**config.mk**
```make
export PLATFORM = sky130hd
export DESIGN_NAME = multisim_push_arbiter_flat
export DESIGN_NICKNAME = d
export VERILOG_FILES = /design/src/rtl/multisim_push_arbiter_if.sv /design/src/rtl/multisim_push_arbiter.sv /design/src/flat_wrapper.sv
export SDC_FILE = /design/constraint.sdc
export NUM_CORES = 1
export LEC_CHECK = 0
export CAP_MARGIN = 5
export CORE_AREA = 2 2 130 132
export DETAILED_ROUTE_END_ITERATION = 10
export DIE_AREA = 0 0 132 134
export PLACE_DENSITY = 0.67
export SYNTH_ARGS = -nofsm -noshare
export SYNTH_HDL_FRONTEND = slang
export SYNTH_SLANG_ARGS = --single-unit
```
**constraint.sdc**
```tcl
create_clock -name clk -period 4 [get_ports clk]
set_input_delay 1.2 -clock clk [delete_from_list [all_inputs] [get_ports clk]]
set_output_delay 1.2 -clock clk [all_outputs]
set_load 0.02 [all_outputs]
```
**src/rtl/multisim_push_arbiter_if.sv**
```systemverilog
// multisim_push_arbiter_if: requester-side and push-server-side handshake bundle for the arbiter.
// With MULTISIM_ARB_SRC_TAG_EN defined, out_data carries the source index in its MSBs.
interface multisim_push_arbiter_if #(
    parameter int DATA_WIDTH = 64,
    parameter int N_REQ      = 4
);
    localparam int SRC_W = $clog2(N_REQ);
`ifdef MULTISIM_ARB_SRC_TAG_EN
    localparam int OUT_W = DATA_WIDTH + SRC_W;
`else
    localparam int OUT_W = DATA_WIDTH;
`endif
    logic [N_REQ-1:0]            req_vld;
    logic [N_REQ-1:0]            req_rdy;
    logic [N_REQ*DATA_WIDTH-1:0] req_data;
    logic                        out_vld;
    logic                        out_rdy;
    logic [OUT_W-1:0]            out_data;
    logic [SRC_W-1:0]            out_src;
    modport master (output req_vld, req_data, out_rdy, input req_rdy, out_vld, out_data, out_src);
    modport slave  (input req_vld, req_data, out_rdy, output req_rdy, out_vld, out_data, out_src);
endinterface

```
**src/rtl/multisim_push_arbiter.sv**
```systemverilog
// multisim_push_arbiter: round-robin arbiter with per-owner burst lock feeding one registered push stage.
// Define MULTISIM_ARB_SRC_TAG_EN to prepend the source index to out_data.
module multisim_push_arbiter #(
    parameter int DATA_WIDTH = 64,
    parameter int N_REQ      = 4,
    parameter int BURST_LEN  = 1
) (
    input logic                    clk,
    input logic                    rst_n,
    multisim_push_arbiter_if.slave bus
);
    localparam int SRC_W = $clog2(N_REQ);
    localparam int CNT_W = $clog2(BURST_LEN + 1);
`ifdef MULTISIM_ARB_SRC_TAG_EN
    localparam int OUT_W = DATA_WIDTH + SRC_W;
`else
    localparam int OUT_W = DATA_WIDTH;
`endif
    typedef enum logic {IDLE, BURST} state_t;
    state_t                r_state;
    state_t                w_state_nxt;
    logic [CNT_W-1:0]      r_cnt;
    logic [CNT_W-1:0]      w_cnt_nxt;
    logic [CNT_W-1:0]      w_cnt_inc;
    logic [SRC_W-1:0]      r_owner;
    logic [SRC_W-1:0]      w_owner_nxt;
    logic [SRC_W-1:0]      r_ptr;
    logic [SRC_W-1:0]      w_ptr_nxt;
    logic                  r_out_vld;
    logic [OUT_W-1:0]      r_out_data;
    logic [SRC_W-1:0]      r_out_src;
    logic                  w_can_load;
    logic                  w_own_vld;
    logic                  w_locked;
    logic                  w_rr_hit;
    logic [SRC_W-1:0]      w_rr_idx;
    logic [SRC_W-1:0]      w_sel;
    logic                  w_sel_vld;
    logic                  w_accept;
    logic [N_REQ-1:0]      w_grant;
    logic [DATA_WIDTH-1:0] w_payload;
    logic [OUT_W-1:0]      w_out_word;

    assign w_can_load = !r_out_vld || bus.out_rdy;
    assign w_own_vld  = bus.req_vld[r_owner];
    assign w_cnt_inc  = r_cnt + CNT_W'(1);

    // The lowest offset from ptr wins, so scan downward and let the last hit stand.
    always_comb begin
        w_rr_hit = 1'b0;
        w_rr_idx = '0;
        for (int k = N_REQ - 1; k >= 0; k--) begin
            if (bus.req_vld[(int'(r_ptr) + k) % N_REQ]) begin
                w_rr_hit = 1'b1;
                w_rr_idx = SRC_W'((int'(r_ptr) + k) % N_REQ);
            end
        end
    end

    // ptr already equals owner+1 while locked, so a released lock re-arbitrates from there.
    always_comb begin
        w_state_nxt = r_state;
        w_cnt_nxt   = r_cnt;
        w_owner_nxt = r_owner;
        w_locked    = (r_state == BURST) && (w_own_vld || !w_can_load);
        w_sel       = w_locked ? r_owner : w_rr_idx;
        w_sel_vld   = w_locked ? w_own_vld : w_rr_hit;
        w_accept    = w_sel_vld && w_can_load;
        if (w_accept && w_locked) begin
            w_state_nxt = (w_cnt_inc == CNT_W'(BURST_LEN)) ? IDLE : BURST;
            w_cnt_nxt   = (w_cnt_inc == CNT_W'(BURST_LEN)) ? '0 : w_cnt_inc;
        end else if (w_accept && BURST_LEN > 1) begin
            w_state_nxt = BURST;
            w_cnt_nxt   = CNT_W'(1);
            w_owner_nxt = w_sel;
        end else if (r_state == BURST && !w_locked) begin
            w_state_nxt = IDLE;
            w_cnt_nxt   = '0;
        end
    end

    assign w_grant   = w_sel_vld ? (N_REQ'(1) << w_sel) : '0;
    assign w_payload = bus.req_data[w_sel*DATA_WIDTH +: DATA_WIDTH];
    assign w_ptr_nxt = (w_sel == SRC_W'(N_REQ - 1)) ? '0 : w_sel + SRC_W'(1);
`ifdef MULTISIM_ARB_SRC_TAG_EN
    assign w_out_word = {w_sel, w_payload};
`else
    assign w_out_word = w_payload;
`endif

    always_ff @(posedge clk or negedge rst_n) begin
        if (!rst_n) begin
            r_state <= IDLE;
            r_cnt   <= '0;
            r_owner <= '0;
        end else begin
            r_state <= w_state_nxt;
            r_cnt   <= w_cnt_nxt;
            r_owner <= w_owner_nxt;
        end
    end

    always_ff @(posedge clk or negedge rst_n) begin
        if (!rst_n) begin
            r_out_vld  <= 1'b0;
            r_out_data <= '0;
            r_out_src  <= '0;
            r_ptr      <= '0;
        end else if (w_accept) begin
            r_out_vld  <= 1'b1;
            r_out_data <= w_out_word;
            r_out_src  <= w_sel;
            r_ptr      <= w_ptr_nxt;
        end else if (bus.out_rdy) begin
            r_out_vld  <= 1'b0;
        end
    end

    // Ready is masked by rst_n so nothing looks accepted while reset is held.
    assign bus.req_rdy  = w_grant & {N_REQ{w_can_load & rst_n}};
    assign bus.out_vld  = r_out_vld;
    assign bus.out_data = r_out_data;
    assign bus.out_src  = r_out_src;

    a_grant_onehot: assert property (@(posedge clk) disable iff (!rst_n) $onehot0(w_grant));
    for (genvar g = 0; g < N_REQ; g++) begin : g_proto
        a_req_hold: assert property (@(posedge clk) disable iff (!rst_n)
            bus.req_vld[g] && !bus.req_rdy[g] |=>
            bus.req_vld[g] && $stable(bus.req_data[g*DATA_WIDTH +: DATA_WIDTH]));
    end
endmodule

```
**src/flat_wrapper.sv**
```systemverilog
// flat-port wrapper written by rule: the top's interface ports become plain ports
module multisim_push_arbiter_flat 
#(
    parameter int DATA_WIDTH = 64,
    parameter int N_REQ      = 4,
    parameter int BURST_LEN  = 1
)
  (clk, rst_n, bus_req_vld, bus_req_data, bus_out_rdy, bus_req_rdy, bus_out_vld, bus_out_data, bus_out_src);
  multisim_push_arbiter_if #(.DATA_WIDTH(DATA_WIDTH), .N_REQ(N_REQ)) bus_i ();
  input logic clk;
  input logic rst_n;
  input wire logic [$bits(bus_i.req_vld)-1:0] bus_req_vld;
  input wire logic [$bits(bus_i.req_data)-1:0] bus_req_data;
  input wire logic [$bits(bus_i.out_rdy)-1:0] bus_out_rdy;
  output wire logic [$bits(bus_i.req_rdy)-1:0] bus_req_rdy;
  output wire logic [$bits(bus_i.out_vld)-1:0] bus_out_vld;
  output wire logic [$bits(bus_i.out_data)-1:0] bus_out_data;
  output wire logic [$bits(bus_i.out_src)-1:0] bus_out_src;
  assign bus_i.req_vld = bus_req_vld;
  assign bus_i.req_data = bus_req_data;
  assign bus_i.out_rdy = bus_out_rdy;
  assign bus_req_rdy = bus_i.req_rdy;
  assign bus_out_vld = bus_i.out_vld;
  assign bus_out_data = bus_i.out_data;
  assign bus_out_src = bus_i.out_src;
  multisim_push_arbiter #(.DATA_WIDTH(DATA_WIDTH), .N_REQ(N_REQ), .BURST_LEN(BURST_LEN)) u_core (.clk(clk), .rst_n(rst_n), .bus(bus_i));
endmodule
```
==> results.yml, run 1 <==
min_path:
  hold_depth: 2
  min_path_type: "reg -> reg"
  holdCritStartpoint: "u_core.bus.out_src[1]$_DFFE_PN0P_"
  whs_endpoint: "u_core.bus.out_src[1]$_DFFE_PN0P_"
synthesis:
  synth-seq-area-share_pct: 38.9
  synth_top_area_share_pct: 38.9
  synth-seq-cells: 69
  ys_warn_count: 0
  synthTopCellsByArea: "dfrtp_1 (39%), nand2_1 (23%), a21oi_1 (15%)"
  syn_nets: 869
  synth_area_leader_cell: "dfrtp_1"
  syn_inst: 604
  synth.distinct_cells: 26
  syn_area_per_cell_um2: 7.34
  netlist_area_um2: 4430
timing:
  rsz0062_at_grt: "no"
  fin_worst_skew_ps: 4.71
  finalCritPeriodShare_pct: 96.5
  slew_viol_final: 0
  setup_violations: 0
  fmax_mhz: 259
  relSlewSlack_pct: 50.4
  finalHoldViolCount: 0
  tightest_slew_ps: 744
  fin_crit_ps: 3860
  fin_tns_setup_ps: 0
  worst_slack_ps: 141
  hold_ws_ps: 480
route:
  via_per_inst: 4.80
  antenna_left: 0
  vias: 5478
  wl_per_cell_um: 16.6
  drtPass1Iterations: 4
  totalWireLength_mm: 18.9
  drt-initial-drc-count: 220
  drc_errors: 0
layout:
  syn2layout_area_growth_pct: 85.2
  finalNetCount: 1181
  num-fill-cells: 1622
  final_area_um2: 8210
  layout-drive-gt1-share_pct: 5.00
pwr:
  p_leak_nw: 3.78
  total_power_mw: 4.19
  irDropWorstVdd_mv: 0.472
  powerDensity_nw_per_um2: 510
place:
  gp_congestion: 0.837
  place.port_buffers: 333
  dpl_cell_area_um2: 7920
  pre_cts_slack_ps: -459
  hpwl_mm: 13.2
worst_setup_path:
  timing.rr.end: "u_core.bus.out_data[39]$_DFFE_PN0P_"
  worstPathArrival_ps: 2660
  max_stage_delay_ps: 470
  worstPathCellList: "clkdlybuf4s50_1, a221o_1, and2_4, ha_1, and3_1, buf_2"
  required_ps: 2800
  cp_top_family: "buffers and inverters"
  slowest_stage: "clkdlybuf4s50_1"
  r2r_cells: 8
  start_kind: "input pin"
  path_buf_inv: 2
  crit_path_end_kind: "primary output"
  r2r-start: "u_core.r_ptr[1]$_DFFE_PN0P_"
  critPathKind: "in -> out"
  r2r_slack_ps: 960
  cp_max_fo: 4
clocking:
  cts_tree: "built"
  root_buffer: "clkbuf_16"
  clk_pin_slew_ps: 50
  numCtsBuffers: 9
  postCtsSetupBuffers: 0
  htree_levels: 3
  clockBufferDepth: 2
  insertion_delay_ps: 330
  cts_sinks: 69
outcome:
  run_status: "finished clean"
global_route:
  grt_max_degree: 71
  antenna_found_initial: 1
  overflow: 0
  first_global_vias: 5679
  grt_pass1_wl_mm: 30.0
  grt_usage_pct: 21.2
job:
  maxCapViolCount: 0
floorplanning:
  fp-row-count: 47
  dieArea_um2: 17700
  initial_core_util_pct: 27.2
  die_w_um: 132
  io_pins: 334
  die_h_um: 134
  core-area_um2: 16300
[how the worst max path moves through the flow]
stage | from | to | slack (ps) | depth (start not counted)
6_report | bus_req_vld[3] | bus_req_rdy[3] | 140 | 6
5_1_grt | bus_req_vld[3] | bus_req_rdy[0] | 70 | 5
4_1_cts | bus_req_vld[3] | bus_req_rdy[0] | 120 | 6
3_5_place_dp | bus_req_vld[1] | bus_req_rdy[3] | -460 | 7
3_3_place_gp | bus_req_vld[1] | bus_req_rdy[3] | -460 | 7
2_1_floorplan | bus_req_vld[1] | bus_req_rdy[0] | 290 | 5
[through the flow]
step	utilization, %	instances
2_1_floorplan	-	604
3_3_place_gp	48.6	1125
3_5_place_dp	48.6	1125
4_1_cts	50.4	1140
5_1_grt	50.4	1141
6_report	50.4	1141
[sequential cells by signal, summed over array words and instances, names as in the netlist]
signal,flops
u_core.r_ptr,2
u_core.bus.out_data,64
u_core.bus.out_src,2
u_core.bus.out_vld,1
[per-layer routing]
metal	wire, µm	vias up	global-route usage, %
met3	1540	29	6.92
met5	0	-	0
li1	-	2674	-
met2	9000	238	36.6
met1	7910	2537	24.7
met4	461	0	7.31
[repair_timing]
| action | CTS | global route |
|---|---|---|
| resized for setup | 20 | 1 |
| gates cloned | 0 | 0 |
| hold buffers | 0 | 0 |
| endpoints found under the setup margin | 4 | 1 |
[cells by family after synthesis]
kind of cell / count (synthesis) / synth area share, %
mux: 1 / 0.339
flops: 69 / 38.9
fa+ha+maj: 2 / 0.564
buf+inv: 54 / 7.25
compound gates: 201 / 28.8
simple gates: 277 / 24.1
[Yosys cell counts (all sizes together)]
cell    instances
nor3            2
nor2            1
a21boi          1
nor2b           2
a221o           1
o21ai           1
o221a           1
a21oi         130
mux2            1
nor4            1
a211o          64
nand2         266
nand3           1
clkbuf         13
or3b            1
buf            37
a21o            2
and2            1
inv             4
o21bai          1
and3            2
dfrtp          69
ha              2
[tightest hold or removal path: stages, from the launching register on]
cell and delay [ps]:
dfrtp_1 340, nand2_1 50, nand2_1 50
[power breakdown]
| group | switching, mW | internal, mW |
|---|---|---|
| registers | 0.168 | 0.969 |
| clock network | 0.305 | 0.503 |
| logic | 1.17 | 1.07 |
| total | 1.65 | 2.54 |
[cells in the final DEF (no fill, tap or decap), types with 3 or more instances in the layout]
cell and n:
a21oi_1 129, a211o_1 64, inv_1 3, buf_4 16, clkbuf_16 9, clkdlybuf4s50_1 325, dlygate4sd2_1 3, buf_12 3
clkbuf_8 5, nand2_1 266, dfrtp_1 69
[cell type report]
class | instances | area, µm² | area share, %
Clock buffer | 15 | 298 | 3.63
Multi-Input combinational cell | 481 | 2400 | 29.2
Inverter | 4 | 17.5 | 0.213
Tap cell | 220 | 275 | 3.35
Antenna cell | 1 | 2.50 | 0.0305
Timing Repair Buffer | 351 | 3490 | 42.5
Sequential cell | 69 | 1730 | 21.0
No activity file was read; power rests on OpenSTA's default activity.
==> run 2: changes to the inputs <==
==> constraint.sdc (replaced) <==
create_clock -name clk -period 4 [get_ports clk]
set_input_delay 0.6 -clock clk [delete_from_list [all_inputs] [get_ports clk]]
set_output_delay 0.6 -clock clk [all_outputs]
set_load 0.02 [all_outputs]
==> results.yml, run 2 (synthesis results as in run 1) <==
layout:
  layout-drive-gt1-share_pct: 3.18
  syn2layout_area_growth_pct: 83.0
  final_cell_mix: "clkdlybuf4s50_1 (332), nand2_1 (266), a21oi_1 (130)"
  largest_register_ff_count: 64
  post-route-util_pct: 49.8
  layout_commonest_cell: "clkdlybuf4s50_1"
  finalNetCount: 1171
pwr:
  powerDensity_nw_per_um2: 509
  power_frac_clock_pct: 19.1
  power_frac_comb_pct: 53.4
  intPower_mw: 2.50
  p_sw_mw: 1.62
  seqPwrFrac_pct: 27.5
  swShare_pct: 39.4
  irDropWorstVdd_mv: 0.517
  p_leak_nw: 3.71
worst_setup_path:
  worstPathArrival_ps: 2750
  cp_max_fo: 5
  crit_path_end_kind: "primary output"
  critPathKind: "in -> out"
  required_ps: 3400
  start_kind: "input pin"
global_route:
  use_met2_pct: 35.4
  grt_usage_pct: 20.4
  grt_pass1_wl_mm: 28.8
  antenna_found_initial: 1
  grt_use_met1_pct: 23.7
  first_global_vias: 5460
  grt_max_degree: 127
  use_met3_pct: 5.93
  busiest_layer: "met2"
  overflow: 0
clocking:
  clockBufferDepth: 2
  cts_sinks: 69
  cts_tree: "built"
  numCtsBuffers: 9
  cts_hold_buf: 0
  clk_pin_slew_ps: 60
  postCtsSetupBuffers: 0
  cts_resized: 0
  htree_levels: 3
  insertion_delay_ps: 330
  root_buffer: "clkbuf_16"
floorplanning:
  die_w_um: 132
  dieArea_um2: 17700
  core-area_um2: 16300
  initial_core_util_pct: 27.2
  io_pins: 334
  die_h_um: 134
  fp-row-count: 47
place:
  gp_congestion: 0.842
  place.port_buffers: 333
  hpwl_mm: 12.8
timing:
  slew_viol_final: 0
  fin_worst_skew_ps: 7.01
  fmax_mhz: 299
  fin_tns_setup_ps: 0
  relSlewSlack_pct: 38.8
  finalHoldViolCount: 0
  tightest_slew_ps: 919
  setup_violations: 0
  finalCritPeriodShare_pct: 83.7
  fin_crit_ps: 3350
  rsz0062_at_grt: "no"
min_path:
  min_path_type: "in -> async"
outcome:
  run_status: "finished clean"
route:
  drtPass1Iterations: 5
  wl_per_cell_um: 16.2
  drt-initial-drc-count: 223
  vias: 5352
  drc_errors: 0
  antenna_left: 0
  totalWireLength_mm: 18.3
  via_per_inst: 4.73
job:
  maxCapViolCount: 0
## run 2: cell types whose count changed in the layout (fill, tap and decap cells not counted), moves of 2 or more
cell,delta
buf_4,-9
clkbuf_1,+2
clkdlybuf4s15_2,-2
clkinv_2,+2
buf_2,-2
dlygate4sd2_1,-3
clkbuf_8,-5
clkdlybuf4s50_1,+7
## run 2: area by class of cell
class	instances	area, µm²
Clock buffer	12	236
Clock inverter	4	48.8
Fill cell	1640	8170
Sequential cell	69	1730
Antenna cell	1	2.50
Multi-Input combinational cell	481	2390
Tap cell	220	275
Inverter	4	17.5
Timing Repair Buffer	341	3420
## run 2: critical path: stages
cell,delay (ps)
clkdlybuf4s50_1,560
nor2b_1,80
a221o_1,370
and2_1,210
ha_1,210
and3_1,170
clkdlybuf4s50_1,550
## run 2: power groups by stage
stage | logic (mW) | registers [mW] | clock network, mW
final | 2.21 | 1.13 | 0.789
after global routing | 2.39 | 1.17 | 0.844
after CTS | 2.23 | 1.14 | 0.812
after detailed placement | 2.22 | 1.14 | 0
after global placement | 2.22 | 1.14 | 0
after floorplan | 0.899 | 1.45 | 0
## run 2: final timing paths
check | start | cells past startpoint | endpoint | slack (ps)
max | bus_req_vld[1] | 7 | bus_req_rdy[3] | 650
min | rst_n | 1 | u_core.r_ptr[1]$_DFFE_PN0P_ | 70
max reg2reg | u_core.r_ptr[1]$_DFFE_PN0P_ | 7 | u_core.bus.out_data[39]$_DFFE_PN0P_ | 1720
min reg2reg | u_core.bus.out_data[23]$_DFFE_PN0P_ | 1 | u_core.bus.out_data[23]$_DFFE_PN0P_ | 480
max in group asynchronous | rst_n | 2 | u_core.bus.out_data[56]$_DFFE_PN0P_ | 2830
min in group clk | u_core.bus.out_data[23]$_DFFE_PN0P_ | 1 | u_core.bus.out_data[23]$_DFFE_PN0P_ | 480
## run 2: routing by layer
layer	vias up	wire, µm
li1	2658	-
met1	2428	7440
met2	237	8900
met3	29	1470
met4	0	486
met5	-	0
## run 2: metrics by stage
stage / hold slack, ps / instances / cell area [µm²] / setup WS [ps] / total power [mW]
5_1_grt: 59.6 / 1132 / 8120 / 550 / 4.40
3_5_place_dp: 418 / 1115 / 7830 / 676 / 3.36
4_1_cts: 53.5 / 1131 / 8110 / 655 / 4.18
3_3_place_gp: 418 / 1115 / 7830 / 686 / 3.36
2_1_floorplan: 304 / 604 / 4430 / 1490 / 2.35
6_report: 69.7 / 1132 / 8120 / 650 / 4.13
==> run 3: changes to the inputs <==
Settings changed: PLACE_DENSITY 0.67 to 0.7.
Clock period 4 ns to 2.9 ns, I/O delays scaled along.
==> results.yml, run 3 (synthesis results as in run 1) <==
outcome:
  run_status: "finished clean"
route:
  wl_per_cell_um: 16.0
  drc_errors: 0
  totalWireLength_mm: 18.3
  drtPass1Iterations: 5
  antenna_left: 0
  via_per_inst: 4.80
  vias: 5476
  drt-initial-drc-count: 271
clocking:
  htree_levels: 3
  cts_tree: "built"
  clk_pin_slew_ps: 60
  insertion_delay_ps: 330
  numCtsBuffers: 9
  cts_sinks: 69
  clockBufferDepth: 2
  root_buffer: "clkbuf_16"
  postCtsSetupBuffers: 0
layout:
  layout-drive-gt1-share_pct: 4.13
  multi_input_area_um2: 2390
  syn2layout_area_growth_pct: 85.0
  antenna_cells: 0
  num-fill-cells: 1611
  largest_register_ff_count: 64
  finalNetCount: 1181
  final_cell_mix: "clkdlybuf4s50_1 (328), nand2_1 (266), a21oi_1 (130)"
  regArea_um2: 1730
  layout_commonest_cell: "clkdlybuf4s50_1"
  post-route-util_pct: 50.4
worst_setup_path:
  r2r-start: "u_core.r_ptr[1]$_DFFE_PN0P_"
  worstPathArrival_ps: 2330
  startpoint: "bus_req_vld[2]"
  cp_max_fo: 4
  timing.rr.end: "u_core.bus.out_data[51]$_DFFE_PN0P_"
  r2r_cells: 7
  crit_path_end_kind: "primary output"
  required_ps: 2470
  critPathKind: "in -> out"
  r2r_slack_ps: 690
  start_kind: "input pin"
min_path:
  min_path_type: "in -> async"
place:
  place.port_buffers: 333
  hpwl_mm: 13.2
  gp_congestion: 0.845
job:
  maxCapViolCount: 0
global_route:
  grt_max_degree: 71
  overflow: 0
  first_global_vias: 5445
  antenna_found_initial: 0
  grt_usage_pct: 20.1
  grt_pass1_wl_mm: 28.4
floorplanning:
  initial_core_util_pct: 27.2
  die_h_um: 134
  core-area_um2: 16300
  die_w_um: 132
  io_pins: 334
  fp-row-count: 47
  dieArea_um2: 17700
pwr:
  power_frac_comb_pct: 54.3
  swShare_pct: 39.1
  power_frac_clock_pct: 18.4
  intPower_mw: 3.47
  p_sw_mw: 2.23
  p_leak_nw: 3.79
  seqPwrFrac_pct: 27.3
  irDropWorstVdd_mv: 0.404
  powerDensity_nw_per_um2: 694
timing:
  relSlewSlack_pct: 54.3
  fmax_mhz: 362
  finalHoldViolCount: 0
  setup_violations: 0
  fin_worst_skew_ps: 4.66
  rsz0062_at_grt: "no"
  finalCritPeriodShare_pct: 95.3
  fin_crit_ps: 2760
  tightest_slew_ps: 685
  fin_tns_setup_ps: 0
  slew_viol_final: 0
==> run 3: cell types whose count changed in the layout (fill, tap and decap cells not counted), sizes merged <==
cell,change
buf,+9
clkdlybuf4s50,-4
dlygate4sd2,+4
clkbuf,+2
clkinv,-2
bufinv,-1
diode,-1
dlygate4sd3,+1
==> run 3: worst max-delay path, stage by stage <==
cell	delay, ps
clkdlybuf4s50_1	480
nor2b_1	180
a221o_1	370
and2_1	200
ha_1	200
and3_1	160
dlygate4sd2_1	320
==> run 3: layer usage <==
layer | GRT usage [%] | vias up | wire length, µm
met3 | 6.24 | 24 | 1540
li1 | - | 2673 | -
met5 | 0 | - | 0
met4 | 6.16 | 0 | 303
met2 | 35.5 | 266 | 8870
met1 | 23.3 | 2513 | 7560
==> run 3: worst max path at each step <==
stage	to	slack (ps)	depth (start not counted)
after global placement	bus_req_rdy[3]	-60	7
after detailed placement	bus_req_rdy[3]	-60	7
after floorplan	bus_req_rdy[0]	700	5
after global routing	bus_req_rdy[2]	70	7
final	bus_req_rdy[3]	140	7
after CTS	bus_req_rdy[3]	140	7
==> run 3: per-stage QoR <==
stage / worst slack (ps) / std cells / hold slack, ps / cell area (µm²) / power (mW)
6_report: 137 / 1140 / 444 / 8210 / 5.70
5_1_grt: 71.1 / 1140 / 427 / 8210 / 6.08
4_1_cts: 137 / 1140 / 418 / 8210 / 5.78
3_5_place_dp: -57.9 / 1124 / 242 / 7920 / 4.68
3_3_place_gp: -59.2 / 1124 / 242 / 7920 / 4.66
2_1_floorplan: 704 / 604 / 139 / 4430 / 3.24
==> run 3: cell type report <==
| cell class | count | area share (%) |
|---|---|---|
| Tap cell | 220 | 3.35 |
| Clock buffer | 14 | 3.34 |
| Inverter | 4 | 0.213 |
| Multi-Input combinational cell | 481 | 29.2 |
| Sequential cell | 69 | 21.0 |
| Timing Repair Buffer | 351 | 42.8 |
| Clock inverter | 1 | 0.0610 |
==> run 3: power by group through the flow <==
stage / clock network (mW) / registers, mW / logic [mW]
6_report: 1.05 / 1.55 / 3.09
5_1_grt: 1.15 / 1.60 / 3.33
4_1_cts: 1.10 / 1.56 / 3.13
3_5_place_dp: 0 / 1.57 / 3.12
3_3_place_gp: 0 / 1.56 / 3.10
2_1_floorplan: 0 / 2.00 / 1.24
==> run 3: repair_timing <==
item | CTS | global route
hold buffers | 1 | 0
resized for setup | 4 | 0
hold endpoints to repair | 2 | 0
setup endpoints to repair | 4 | 0
